$ cat config.mk
export PLATFORM = sky130hd
export DESIGN_NAME = riscv_lsu_flat
export DESIGN_NICKNAME = d
export VERILOG_FILES = /design/src/rtl/riscv_lsu_pkg.sv /design/src/rtl/riscv_lsu_if.sv /design/src/rtl/riscv_lsu_align.sv /design/src/rtl/riscv_lsu.sv /design/src/flat_wrapper.sv
export SDC_FILE = /design/constraint.sdc
export NUM_CORES = 1
export LEC_CHECK = 0
export CAP_MARGIN = 20
export CORE_UTILIZATION = 40
export DETAILED_ROUTE_END_ITERATION = 10
export GPL_ROUTABILITY_DRIVEN = 0
export PLACE_DENSITY = 0.81
export SLEW_MARGIN = 10
export SYNTH_ARGS = -nofsm -noshare
export SYNTH_HDL_FRONTEND = slang
export SYNTH_SLANG_ARGS = --single-unit
$ cat constraint.sdc
create_clock -name clk -period 2.77 [get_ports clk]
set_input_delay 0.831 -clock clk [delete_from_list [all_inputs] [get_ports clk]]
set_output_delay 0.831 -clock clk [all_outputs]
set_load 0.01 [all_outputs]
$ cat src/rtl/riscv_lsu_pkg.sv
// Shared types and constants for the load/store unit: FSM state encoding,
// RV32I load/store funct3 codes and the request legality check.
package riscv_lsu_pkg;

    typedef enum logic [2:0] {
        ST_IDLE  = 3'd0,
        ST_RD    = 3'd1,
        ST_MERGE = 3'd2,
        ST_WR    = 3'd3,
        ST_RESP  = 3'd4
    } lsu_state_e;

    localparam logic [2:0] F3_B  = 3'b000;
    localparam logic [2:0] F3_H  = 3'b001;
    localparam logic [2:0] F3_W  = 3'b010;
    localparam logic [2:0] F3_BU = 3'b100;
    localparam logic [2:0] F3_HU = 3'b101;

    // A request is rejected when misaligned for its size, when funct3 is not
    // a load/store width, or when a store asks for an unsigned width.
    function automatic logic req_is_err(input logic       we,
                                        input logic [2:0] funct3,
                                        input logic [1:0] off);
        logic err;
        err = 1'b0;
        case (funct3)
            F3_B, F3_BU: err = 1'b0;
            F3_H, F3_HU: err = off[0];
            F3_W:        err = (off != 2'b00);
            default:     err = 1'b1;
        endcase
        if (we && funct3[2]) err = 1'b1;
        return err;
    endfunction

endpackage

$ cat src/rtl/riscv_lsu_if.sv
// Bundle of the execute-stage request/response handshake and the dmem port.
// master: the execute stage plus the data memory; slave: the load/store unit.
interface riscv_lsu_if #(
    parameter int AW = 7
);
    logic          req_valid;
    logic          req_ready;
    logic          req_we;
    logic [2:0]    req_funct3;
    logic [31:0]   req_addr;
    logic [31:0]   req_wdata;
    logic          resp_valid;
    logic          resp_err;
    logic [31:0]   resp_rdata;
    logic          mem_en;
    logic          mem_we;
    logic [AW-1:0] mem_addr;
    logic [31:0]   mem_wdata;
    logic [31:0]   mem_rdata;

    modport master (
        output req_valid, req_we, req_funct3, req_addr, req_wdata, mem_rdata,
        input  req_ready, resp_valid, resp_err, resp_rdata,
               mem_en, mem_we, mem_addr, mem_wdata
    );

    modport slave (
        input  req_valid, req_we, req_funct3, req_addr, req_wdata, mem_rdata,
        output req_ready, resp_valid, resp_err, resp_rdata,
               mem_en, mem_we, mem_addr, mem_wdata
    );
endinterface

$ cat src/rtl/riscv_lsu_align.sv
// Lane steering for a word-wide memory: extracts and extends load data, and
// builds the read-modify-write word for byte/halfword stores.
module riscv_lsu_align
    import riscv_lsu_pkg::*;
(
    input  logic [31:0] word_i,
    input  logic [1:0]  off_i,
    input  logic [2:0]  funct3_i,
    input  logic [31:0] wdata_i,
    output logic [31:0] load_o,
    output logic [31:0] merge_o
);
    logic [7:0]  byte_sel;
    logic [15:0] half_sel;

    // Pick the addressed lane, extend it for loads, and splice store data in.
    always_comb begin
        // NOTE: every output gets a default first so no path leaves it unassigned (no latch).
        byte_sel = word_i[7:0];
        half_sel = off_i[1] ? word_i[31:16] : word_i[15:0];
        load_o   = 32'h0;
        merge_o  = word_i;

        case (off_i)
            2'd0: byte_sel = word_i[7:0];
            2'd1: byte_sel = word_i[15:8];
            2'd2: byte_sel = word_i[23:16];
            2'd3: byte_sel = word_i[31:24];
        endcase

        case (funct3_i)
            F3_B:    load_o = {{24{byte_sel[7]}}, byte_sel};
            F3_H:    load_o = {{16{half_sel[15]}}, half_sel};
            F3_W:    load_o = word_i;
            F3_BU:   load_o = {24'h0, byte_sel};
            F3_HU:   load_o = {16'h0, half_sel};
            default: load_o = 32'h0;
        endcase

        case (funct3_i)
            F3_B: begin
                case (off_i)
                    2'd0: merge_o[7:0]   = wdata_i[7:0];
                    2'd1: merge_o[15:8]  = wdata_i[7:0];
                    2'd2: merge_o[23:16] = wdata_i[7:0];
                    2'd3: merge_o[31:24] = wdata_i[7:0];
                endcase
            end
            F3_H: begin
                if (off_i[1]) merge_o[31:16] = wdata_i[15:0];
                else          merge_o[15:0]  = wdata_i[15:0];
            end
            default: merge_o = wdata_i;
        endcase
    end
endmodule

$ cat src/rtl/riscv_lsu.sv
// RV32I load/store unit: one request at a time, sub-word stores done as a
// read-modify-write on a memory without byte enables.
module riscv_lsu
    import riscv_lsu_pkg::*;
#(
    parameter int AW = 7
) (
    input  logic      clk,
    input  logic      rst,
    riscv_lsu_if.slave bus
);
    lsu_state_e    state_q;
    logic          we_q;
    logic [2:0]    funct3_q;
    logic [1:0]    off_q;
    logic [31:0]   wdata_q;
    logic          req_ready_q;
    logic          resp_valid_q;
    logic          resp_err_q;
    logic          mem_en_q;
    logic          mem_we_q;
    logic [AW-1:0] mem_addr_q;
    logic [31:0]   load_data;
    logic [31:0]   merge_data;

    riscv_lsu_align u_align (
        .word_i   (bus.mem_rdata),
        .off_i    (off_q),
        .funct3_i (funct3_q),
        .wdata_i  (wdata_q),
        .load_o   (load_data),
        .merge_o  (merge_data)
    );

    // Control FSM with request latches and registered handshake/strobe outputs.
    always_ff @(posedge clk) begin
        // NOTE: sequential state uses non-blocking assignments so all registers update together.
        if (rst) begin
            state_q      <= ST_IDLE;
            we_q         <= 1'b0;
            funct3_q     <= 3'b000;
            off_q        <= 2'b00;
            wdata_q      <= 32'h0;
            req_ready_q  <= 1'b1;
            resp_valid_q <= 1'b0;
            resp_err_q   <= 1'b0;
            mem_en_q     <= 1'b0;
            mem_we_q     <= 1'b0;
            mem_addr_q   <= '0;
        end else begin
            case (state_q)
                ST_IDLE: begin
                    if (bus.req_valid) begin
                        we_q        <= bus.req_we;
                        funct3_q    <= bus.req_funct3;
                        off_q       <= bus.req_addr[1:0];
                        wdata_q     <= bus.req_wdata;
                        req_ready_q <= 1'b0;
                        if (req_is_err(bus.req_we, bus.req_funct3, bus.req_addr[1:0])) begin
                            state_q      <= ST_RESP;
                            resp_valid_q <= 1'b1;
                            resp_err_q   <= 1'b1;
                        end else begin
                            mem_en_q   <= 1'b1;
                            mem_addr_q <= bus.req_addr[AW+1:2];
                            // Full-word stores skip the read; everything else reads first.
                            if (bus.req_we && bus.req_funct3 == F3_W) begin
                                state_q  <= ST_WR;
                                mem_we_q <= 1'b1;
                            end else begin
                                state_q <= ST_RD;
                            end
                        end
                    end
                end
                ST_RD: begin
                    if (we_q) begin
                        state_q  <= ST_MERGE;
                        mem_we_q <= 1'b1;
                    end else begin
                        state_q      <= ST_RESP;
                        mem_en_q     <= 1'b0;
                        mem_addr_q   <= '0;
                        resp_valid_q <= 1'b1;
                    end
                end
                ST_MERGE, ST_WR: begin
                    state_q      <= ST_RESP;
                    mem_en_q     <= 1'b0;
                    mem_we_q     <= 1'b0;
                    mem_addr_q   <= '0;
                    resp_valid_q <= 1'b1;
                end
                ST_RESP: begin
                    state_q      <= ST_IDLE;
                    resp_valid_q <= 1'b0;
                    resp_err_q   <= 1'b0;
                    req_ready_q  <= 1'b1;
                end
                default: begin
                    state_q      <= ST_IDLE;
                    resp_valid_q <= 1'b0;
                    resp_err_q   <= 1'b0;
                    mem_en_q     <= 1'b0;
                    mem_we_q     <= 1'b0;
                    mem_addr_q   <= '0;
                    req_ready_q  <= 1'b1;
                end
            endcase
        end
    end

    // Data paths follow mem_rdata in the same cycle, so they stay combinational.
    always_comb begin
        bus.mem_wdata  = 32'h0;
        bus.resp_rdata = 32'h0;
        case (state_q)
            ST_MERGE: bus.mem_wdata = merge_data;
            ST_WR:    bus.mem_wdata = wdata_q;
            ST_RESP:  if (!we_q && !resp_err_q) bus.resp_rdata = load_data;
            default:  ;
        endcase
    end

    assign bus.req_ready  = req_ready_q;
    assign bus.resp_valid = resp_valid_q;
    assign bus.resp_err   = resp_err_q;
    assign bus.mem_en     = mem_en_q;
    assign bus.mem_we     = mem_we_q;
    assign bus.mem_addr   = mem_addr_q;
endmodule

$ cat src/flat_wrapper.sv
// flat-port wrapper written by rule: the top's interface ports become plain ports
module riscv_lsu_flat import riscv_lsu_pkg::*;
#(
    parameter int AW = 7
)
  (clk, rst, bus_req_valid, bus_req_we, bus_req_funct3, bus_req_addr, bus_req_wdata, bus_mem_rdata, bus_req_ready, bus_resp_valid, bus_resp_err, bus_resp_rdata, bus_mem_en, bus_mem_we, bus_mem_addr, bus_mem_wdata);
  riscv_lsu_if #(.AW(AW)) bus_i ();
  input  logic clk;
  input  logic rst;
  input wire logic [$bits(bus_i.req_valid)-1:0] bus_req_valid;
  input wire logic [$bits(bus_i.req_we)-1:0] bus_req_we;
  input wire logic [$bits(bus_i.req_funct3)-1:0] bus_req_funct3;
  input wire logic [$bits(bus_i.req_addr)-1:0] bus_req_addr;
  input wire logic [$bits(bus_i.req_wdata)-1:0] bus_req_wdata;
  input wire logic [$bits(bus_i.mem_rdata)-1:0] bus_mem_rdata;
  output wire logic [$bits(bus_i.req_ready)-1:0] bus_req_ready;
  output wire logic [$bits(bus_i.resp_valid)-1:0] bus_resp_valid;
  output wire logic [$bits(bus_i.resp_err)-1:0] bus_resp_err;
  output wire logic [$bits(bus_i.resp_rdata)-1:0] bus_resp_rdata;
  output wire logic [$bits(bus_i.mem_en)-1:0] bus_mem_en;
  output wire logic [$bits(bus_i.mem_we)-1:0] bus_mem_we;
  output wire logic [$bits(bus_i.mem_addr)-1:0] bus_mem_addr;
  output wire logic [$bits(bus_i.mem_wdata)-1:0] bus_mem_wdata;
  assign bus_i.req_valid = bus_req_valid;
  assign bus_i.req_we = bus_req_we;
  assign bus_i.req_funct3 = bus_req_funct3;
  assign bus_i.req_addr = bus_req_addr;
  assign bus_i.req_wdata = bus_req_wdata;
  assign bus_i.mem_rdata = bus_mem_rdata;
  assign bus_req_ready = bus_i.req_ready;
  assign bus_resp_valid = bus_i.resp_valid;
  assign bus_resp_err = bus_i.resp_err;
  assign bus_resp_rdata = bus_i.resp_rdata;
  assign bus_mem_en = bus_i.mem_en;
  assign bus_mem_we = bus_i.mem_we;
  assign bus_mem_addr = bus_i.mem_addr;
  assign bus_mem_wdata = bus_i.mem_wdata;
  riscv_lsu #(.AW(AW)) u_core (.clk(clk), .rst(rst), .bus(bus_i));
endmodule
**Yosys cells after proc, flatten, opt, wreduce, memory -nomap -nowiden**

Index checks and enable logic that the tools add are counted.

- Flip-flop bits (word level): 53
- Input bits: 103
- Output and inout bits: 76
- Logic and storage cells: 97

- Equal/unequal tests: 21
- Mux-type cells: 43
- Bitwise operators: 2
- Reductions and logical operators: 20

Operators by type and width:

| operator | count |
|---|---|
| $pmux 32 s5 | 1 |
| $pmux 32 s2 | 2 |
| $mux 32 | 2 |
| $mux 16 | 3 |
| $mux 8 | 4 |
| $pmux 8 s4 | 1 |
| $mux 7 | 3 |
| $pmux 7 s3 | 1 |
| $eq 3x3->1 const B | 5 |
| $mux 1 | 15 |
| $eq 3x2->1 const B | 4 |
| $pmux 1 s3 | 4 |
| $eq 3x1->1 const B | 3 |
| $logic_not 3->1 | 3 |
| $mux 3 | 3 |
| $pmux 3 s3 | 1 |
| $ne 2x1->1 const B | 3 |
| $ne 2x2->1 const B | 3 |
| $reduce_and 3->1 | 2 |
| $reduce_or 2->1 | 3 |
| $reduce_and 5->1 | 1 |
| $eq 2x2->1 const B | 2 |
| $pmux 1 s2 | 2 |
| $reduce_and 2->1 | 2 |
| 9 further kinds | 13 |

**Depth between registers and ports, before layout**

Gate-level depths: netlist (run 1).

- Depth in word-level cells: 10
- Gate-level depth with buffers: 7
- Depth with buffers taken out: 4

**By module**

A second synthesis (run 1) with hierarchy kept.

- Cell total of the unflattened synthesis: 527
- Area total of the unflattened synthesis: 3866.2 um2

Modules (own cells, without submodules):

| module | times used | cells each | area each (um2) | seq. area each (um2) |
|---|---|---|---|---|
| riscv_lsu | 1 | 302 | 2442.3 | 1061.0 |
| riscv_lsu_align | 1 | 225 | 1423.9 | 0.0 |

**Least setup slack after synthesis (run 1)**

OpenSTA, ideal clock, no wires.

- Path type: input to output
- Start: input port bus_mem_rdata[23]
- End: output port bus_resp_rdata[21]
- Arrival: 1.920 ns
- Data required time: 1.939 ns
- Slack: 0.019 ns
- Stages on the path: 6
- Path buffers: 2
- Cells stage by stage: mux2_2 nor3_1 or4_1 buf_2 buf_6 a21oi_2

- Longest elaborated chain between the ends: 4

Ends and longest elaborated chain:

| what | line | source |
|---|---|---|
| start, declared | flat_wrapper.sv:15 | `input wire logic [$bits(bus_i.mem_rdata)-1:0] bus_mem_rdata;` |
| $pmux 8 s4 | riscv_lsu_align.sv:24 | `case (off_i)` |
| $pmux 32 s5 | riscv_lsu_align.sv:31 | `case (funct3_i)` |
| $mux 32 | riscv_lsu.sv:120 | `ST_RESP: if (!we_q && !resp_err_q) bus.resp_rdata = load_data;` |
| $mux 32 | riscv_lsu.sv:117 | `case (state_q)` |
| end, declared | flat_wrapper.sv:19 | `output wire logic [$bits(bus_i.resp_rdata)-1:0] bus_resp_rdata;` |

No other way between the ends.

**Final worst setup path (run 1)**

- Start: register u_core.funct3_q[2]
- End: output port bus_mem_wdata[10]

- Longest elaborated chain between the ends: 3
- Elaborated cells between the ends (all ways): 4
- Those cells by class: eq/ne: 1; mux: 2; reduce/logical: 1

Ends and longest elaborated chain:

| what | line | source |
|---|---|---|
| start, declared | riscv_lsu.sv:14 | `logic [2:0] funct3_q;` |
| start signal, assigned | riscv_lsu.sv:55 | `funct3_q <= bus.req_funct3;` |
| $eq 3x1->1 / $logic_not 3->1 (equally long branches) | riscv_lsu_align.sv:40 | `case (funct3_i)` |
| $pmux 32 s2 * | riscv_lsu_align.sv:40 |  |
| $pmux 32 s2 * | riscv_lsu.sv:117 |  |
| end, declared | flat_wrapper.sv:23 | `output wire logic [$bits(bus_i.mem_wdata)-1:0] bus_mem_wdata;` |

Mark *: on every way between the ends. The rest lies on a longest branch, timed or not.

==> results of run 1 <==
==> cell type report <==
type | count | area (µm²)
clock buffers | 7 | 86.3
fillers | 581 | 2250
inverters | 3 | 11.3
multi-input cells | 375 | 2570
flip-flops and latches | 53 | 1080
well taps | 105 | 131
repair buffers | 249 | 2130
==> layer usage <==
metal  vias to the layer above  wire [µm]  share of wire [%]
met5                         -          0                  0
met4                         0        892                5.7
met3                        95       1520                9.8
met2                       363       7450                 48
met1                      2157       5680                 37
li1                       2120          -                  -
==> worst paths after layout <==
check / startpoint / end / cells after the start
worst min-delay path: u_core.wdata_q[21]$_SDFFE_PP0P_ / u_core.wdata_q[21]$_SDFFE_PP0P_ / 2
worst min register to register: u_core.wdata_q[21]$_SDFFE_PP0P_ / u_core.wdata_q[21]$_SDFFE_PP0P_ / 2
worst max register to register: u_core.state_q[0]$_SDFFE_PP0N_ / u_core.wdata_q[10]$_SDFFE_PP0P_ / 6
worst max-delay path: u_core.funct3_q[2]$_SDFFE_PP0P_ / bus_mem_wdata[10] / 8
==> flip-flops by register name (all words and copies together) (netlist names) <==
name                   flops
u_core.wdata_q            32
u_core.off_q               2
u_core.bus.mem_en          1
u_core.we_q                1
u_core.bus.resp_err        1
u_core.bus.mem_addr        7
u_core.state_q             3
u_core.funct3_q            3
u_core.bus.req_ready       1
u_core.bus.mem_we          1
u_core.bus.resp_valid      1
==> what timing repair did <==
item | in CTS | in global routing
buffers inserted | 12 | 12
setup endpoints to repair | 64 | 60
gates cloned | 1 | 0
gates resized for setup | 305 | 78
pin swaps | 36 | 27
==> where the power goes <==
| part | total, W | switching, W | internal, W |
|---|---|---|---|
| sequential | 0.000873 | 0.0000621 | 0.000811 |
| clock | 0.000431 | 0.000233 | 0.000199 |
| combinational | 0.000911 | 0.000448 | 0.000463 |
==> synth_stat cells, types with 2 or more instances <==
library cell	n
a221oi_1	18
inv_1	3
buf_4	4
nor3_1	4
o21ai_0	24
nor3_2	2
clkbuf_1	15
a22oi_1	16
o22ai_1	7
a21o_1	4
a21oi_2	10
or4_1	2
buf_2	16
a211oi_1	8
or3_1	2
a21oi_1	63
mux2i_1	16
nor4_1	2
nor2_1	27
dfxtp_1	53
buf_1	4
buf_6	2
nand2_1	126
nand2b_1	4
mux2_2	8
a22o_1	7
nor2b_1	5
==> cells in the final DEF, fill, tap and decap left out, drive strengths merged, types with 2 or more instances in the layout <==
cell / count
nand2: 126
a22oi: 16
a211oi: 9
mux2i: 16
dlymetal6s2s: 9
inv: 3
a221oi: 18
a21oi: 73
a21o: 4
buf: 136
or2: 2
mux2: 9
dfxtp: 53
clkdlybuf4s50: 60
or3: 2
nor2b: 5
nand2b: 4
nor2: 27
nor3: 7
nor4: 2
or4: 3
clkdlybuf4s15: 4
clkbuf: 29
dlygate4sd2: 18
o21ai: 25
o22ai: 8
a22o: 7
==> metrics by stage <==
stage	worst slack [ns]	hold slack (ns)	area [µm²]	std cells
after floorplan	0.0194	0.433	3440	472
after CTS	-0.188	0.457	5850	781
after global routing	-0.154	0.481	6010	792
after global placement	-0.960	0.436	5490	761
final	-0.126	0.456	6010	792
after detailed placement	-1.03	0.443	5490	761
==> kinds of logic after synthesis <==
logic type	synth area share [%]
AOI/OAI and AO/OA	31.2
and+or+nand+nor	24.0
muxes	7.71
buffers and inverters	6.25
DFF	30.8
==> worst max-delay path, cell delays in order (launching register included) <==
cell      delay, ns
dfxtp_4        0.37
buf_12         0.15
nor3_4         0.30
buf_6          0.15
a21oi_4        0.08
buf_4          0.16
a22oi_1        0.16
nand2_1        0.20
clkbuf_2       0.18
==> results by group, run 1 <==
Global route
  – Grt peak-use layer: met2
  – M1 GR Usage: 38.2%
  – Vias in the first global route: 4360
  – Global-route usage over all layers: 31.1%
  – Antenna violations before repair: 0
  – First-pass GRT wire length: 21.8 mm
  – Largest net degree at the start of global routing: 43
  – Met2 usage: 53.2%
  – GRT met3 Usage: 4.51%
  – Gr ovfl total: 0

Worst setup path
  – Startpoint Class: register
  – Reg2Reg Setup Slack: 0.83 ns
  – Crit end category: primary output
  – Critical Path Fanout Max: 9
  – CP Class: register to primary output
  – WP data required: 1.94 ns
  – Critical Path AT: 2.07 ns

Synth
  – Mean post-synth cell area: 7.29 µm²
  – Asr flop ratio synth: 0%
  – Syn Inst Count: 472
  – Top-area cell type share of the netlist area: 30.8%
  – Synth top area cells: dfxtp_1 (31%), nand2_1 (14%), a21oi_1 (9.2%)
  – Cell Area, Synth: 3440 µm²
  – Unique masters post-synth: 47
  – Number of synthesized flops with an enable pin: 0
  – Post-synthesis sequential area ratio: 30.8%
  – Biggest area consumer among synthesized cells: dfxtp_1
  – Post-Syn Nets: 575
  – Seq cells post-synth: 53
  – Dominant synthesized flop cell: dfxtp_1
  – Ys Warns: 0

Cells and area
  – Area Overhead vs Synth: 74.5%
  – Share of cells above drive strength 1: 36.8%
  – # diodes: 0
  – NumNets Final: 790
  – Final Util: 72.7%

Clock tree
  – Sink Count: 53
  – CTS Hold Bufs: 0
  – CTS buffer count: 5
  – TritonCTS clock tree: yes
  – Clock latency at the later pin of the worst-skew pair: 0.30 ns
  – Clock transition at path regs: 0.09 ns
  – Clk root buf: clkbuf_8
  – Deepest clock path buffer count: 2
  – H-tree Lvls: 2

Die
  – Initial Utilization: 41.7%
  – DIE HEIGHT: 94.8 µm
  – CORE AREA: 8260 µm²
  – Die W: 94.8 µm
  – Std-Cell Rows: 33
  – Die footprint: 8980 µm²
  – # IOs: 179

STA
  – Post-route setup TNS: -2.13 ns
  – Unrepaired setup endpoints after global routing: true
  – Clock Skew: 0.00855 ns
  – Final worst slack: -0.126 ns
  – Final setup viols: 33
  – Slew margin rel.: 68.4%
  – Max-slew violation count: 0
  – Worst slew pin tran: 0.474 ns
  – Part of the cycle the worst path needs: 105%
  – Max Clock Freq: 0.345 GHz
  – Hold Violations, Final: 0
  – Min Tclk post-route: 2.90 ns

Flow run
  – MaxCap Viol Count: 0

Route
  – Via density: 5.98
  – DR WL/cell: 19.6 µm
  – Final WL: 15.6 mm
  – DRC errors left: 0
  – Routed Antenna Nets: 0
  – Via count: 4735
  – Initial DRC count: 458
  – Total iterations of the first detailed-routing run: 5

Pwr
  – Pwr Total: 0.00222 W
  – Pleak: 2.57 nW
  – Power per cell area: 369 nW/µm²
  – Worst IR Drop VDD: 0.000301 V

Hold path
  – Min-delay worst type: register to register

Outcome
  – Failing checks: negative setup slack
  – Status: complete, but fails checks

Placement
  – Port bufs: 155
  – HPWL after detailed placement: 9.94 mm
Note: power is estimated with default switching activity, not from simulation.
==> inputs of run 2 (changes only) <==
Settings changed: GPL_TIMING_DRIVEN set to 0, PLACE_DENSITY 0.81 to 0.8.
==> results by group, run 2 (same netlist as run 1, synthesis figures left out) <==
Die
  – Std-Cell Rows: 33 (unchanged)
  – DIE HEIGHT: 94.8 µm (unchanged)
  – Die W: 94.8 µm (unchanged)
  – # IOs: 179 (unchanged)
  – CORE AREA: 8260 µm² (unchanged)
  – Die footprint: 8980 µm² (unchanged)
  – Initial Utilization: 41.7% (unchanged)

STA
  – Post-route setup TNS: -5.00 ns (-2.87 ns)
  – Final setup viols: 37 (+12%)
  – Max-slew violation count: 0 (unchanged)
  – Unrepaired setup endpoints after global routing: true
  – Max Clock Freq: 0.330 GHz (-4.5%)
  – Clock Skew: 0.00687 ns (-0.00168 ns)
  – Final hold slack: 0.457 ns (+0.000652 ns)
  – Min Tclk post-route: 3.03 ns (+0.136 ns)
  – Hold Violations, Final: 0 (unchanged)
  – Part of the cycle the worst path needs: 109% (+4.9 points)
  – Final worst slack: -0.262 ns (-0.136 ns)
  – Slew margin rel.: 51.3% (-17 points)
  – Worst slew pin tran: 0.731 ns (+0.256 ns)

Route
  – DR WL/cell: 22.1 µm (+13%)
  – Routed Antenna Nets: 0 (unchanged)
  – DRC errors left: 0 (unchanged)
  – Via density: 6.30 (+5.3%)
  – Total iterations of the first detailed-routing run: 6 (+1)
  – Via count: 4955 (+4.6%)
  – Initial DRC count: 410 (-10%)
  – Final WL: 17.4 mm (+12%)

Global route
  – Largest net degree at the start of global routing: 17 (-60%)
  – Antenna violations before repair: 0 (unchanged)
  – GRT met3 Usage: 5.88% (+1.4 points)
  – Met2 usage: 58.8% (+5.6 points)
  – First-pass GRT wire length: 22.9 mm (+4.9%)
  – Gr ovfl total: 0 (unchanged)
  – Vias in the first global route: 4549 (+4.3%)
  – Global-route usage over all layers: 33.5% (+2.4 points)
  – Grt peak-use layer: met2
  – M1 GR Usage: 37.3% (-0.92 points)

Pwr
  – Pleak: 2.49 nW (-2.8%)
  – Pwr Total: 0.00246 W (+11%)
  – Power per cell area: 398 nW/µm² (+7.8%)
  – Worst IR Drop VDD: 0.000327 V (+8.4%)

Flow run
  – MaxCap Viol Count: 0 (unchanged)

Clock tree
  – Clock latency at the later pin of the worst-skew pair: 0.31 ns (about the same)
  – CTS buffer count: 5 (unchanged)
  – Clk root buf: clkbuf_8
  – Deepest clock path buffer count: 2 (unchanged)
  – Clock transition at path regs: 0.10 ns (about the same)
  – H-tree Lvls: 2 (unchanged)
  – Sink Count: 53 (unchanged)
  – TritonCTS clock tree: yes

Worst setup path
  – CP Class: register to primary output
  – Crit end category: primary output
  – Reg2reg path depth: 7 (+1)
  – RR Endpoint: u_core.wdata_q[17]$_SDFFE_PP0P_
  – WP data required: 1.94 ns (about the same)
  – Reg2Reg Setup Slack: 0.90 ns (+0.07 ns)
  – Startpoint Class: register
  – Critical Path Fanout Max: 10 (+1)
  – Reg2reg start: u_core.state_q[1]$_SDFFE_PP0N_
  – Critical Path AT: 2.20 ns (+0.13 ns)

Placement
  – Port bufs: 154 (-0.65%)
  – HPWL after detailed placement: 9.94 mm (about the same)
  – Placed Cells: 731 (-3.9%)

Cells and area
  – Most frequent cells in the layout: nand2_1 (126), clkdlybuf4s50_1 (58), a21oi_1 (48)
  – Share of cells above drive strength 1: 37.8% (+1.0 points)
  – Cell Count, Final, Fillers Out: 787 (-0.63%)
  – # diodes: 0 (unchanged)
  – Area Overhead vs Synth: 79.3%
  – Most common cell after layout, fill and taps aside: nand2_1
  – Biggest register: u_core.wdata_q
  – Largest register FFs: 32 (unchanged)
  – NumNets Final: 784 (-0.76%)
  – Layout fillers: 537 (-7.6%)

Hold path
  – Worst Hold Depth: 2 (unchanged)
  – Min-delay worst type: register to register
  – Hold Startpoint: u_core.wdata_q[16]$_SDFFE_PP0P_
  – Hold Path End: u_core.wdata_q[16]$_SDFFE_PP0P_

Outcome
  – Failing checks: negative setup slack
  – Status: complete, but fails checks
run 2: changes by cell type in the layout (fill, tap and decap cells not counted), moves of 4 or more:
cell and delta:
a221oi_2 -4, a221oi_4 +5, buf_2 +6, buf_4 -34
buf_6 +14, clkbuf_1 +5, dlygate4sd2_1 +6, dlymetal6s2s_1 -8
mux2_2 +4, mux2_4 -4, o21ai_1 -4
run 2: layer usage:
metal / share of wire (%) / up-vias
li1: - / 2112
met1: 35 / 2271
met2: 47 / 431
met3: 10 / 141
met4: 8.2 / 0
met5: 0 / -
run 2: final cells by class:
| cell class | instances | area [µm²] | share of cell area, % |
|---|---|---|---|
| Timing Repair Buffer | 211 | 1800 | 29.2 |
| Buffer | 32 | 280 | 4.54 |
| Clock inverter | 2 | 37.5 | 0.608 |
| Clock buffer | 6 | 82.6 | 1.34 |
| Sequential cell | 53 | 1080 | 17.5 |
| Inverter | 3 | 11.3 | 0.182 |
| Tap cell | 105 | 131 | 2.13 |
| Multi-Input combinational cell | 375 | 2750 | 44.5 |
run 2: report_power, final:
| part | total (W) | internal (W) | switching (W) | leakage [nW] |
|---|---|---|---|---|
| Combinational | 0.00103 | 0.000509 | 0.000519 | 2.00 |
| Clock | 0.000548 | 0.000294 | 0.000255 | 0.0574 |
| Sequential | 0.000878 | 0.000812 | 0.0000664 | 0.439 |
run 2: what timing repair did:
item                       in CTS  in global routing
pin swaps                      34                 19
gates resized for setup       340                124
hold buffers                    0                  0
cloned                          1                  2
setup endpoints to repair      64                 64
buffers inserted               32                 23
run 2: worst max path at each step:
stage                                       startpoint                  to
after global routing      u_core.off_q[1]$_SDFFE_PP0P_  bus_resp_rdata[11]
after floorplan                      bus_mem_rdata[23]  bus_resp_rdata[21]
after detailed placement             bus_mem_rdata[23]  bus_resp_rdata[23]
after CTS                            bus_mem_rdata[15]  bus_resp_rdata[23]
final                     u_core.off_q[1]$_SDFFE_PP0P_  bus_resp_rdata[11]
after global placement               bus_mem_rdata[23]  bus_resp_rdata[23]
run 2: per-stage QoR:
stage               instance area [µm²]  utilization, %  setup slack, ns
finish                             6170            74.7           -0.262
global route                       6170            74.7           -0.288
CTS                                5780            69.9           -0.240
detailed placement                 5110            61.9            -1.24
global placement                   5110            61.9            -1.22
floorplan                          3440               -           0.0194
run 2: critical path, cell delays in order (launching register included):
cell	delay [ns]
dfxtp_2	0.38
buf_6	0.18
mux2_4	0.19
buf_6	0.10
mux2i_2	0.07
or4_4	0.52
buf_6	0.16
a21oi_2	0.13
buf_2	0.15
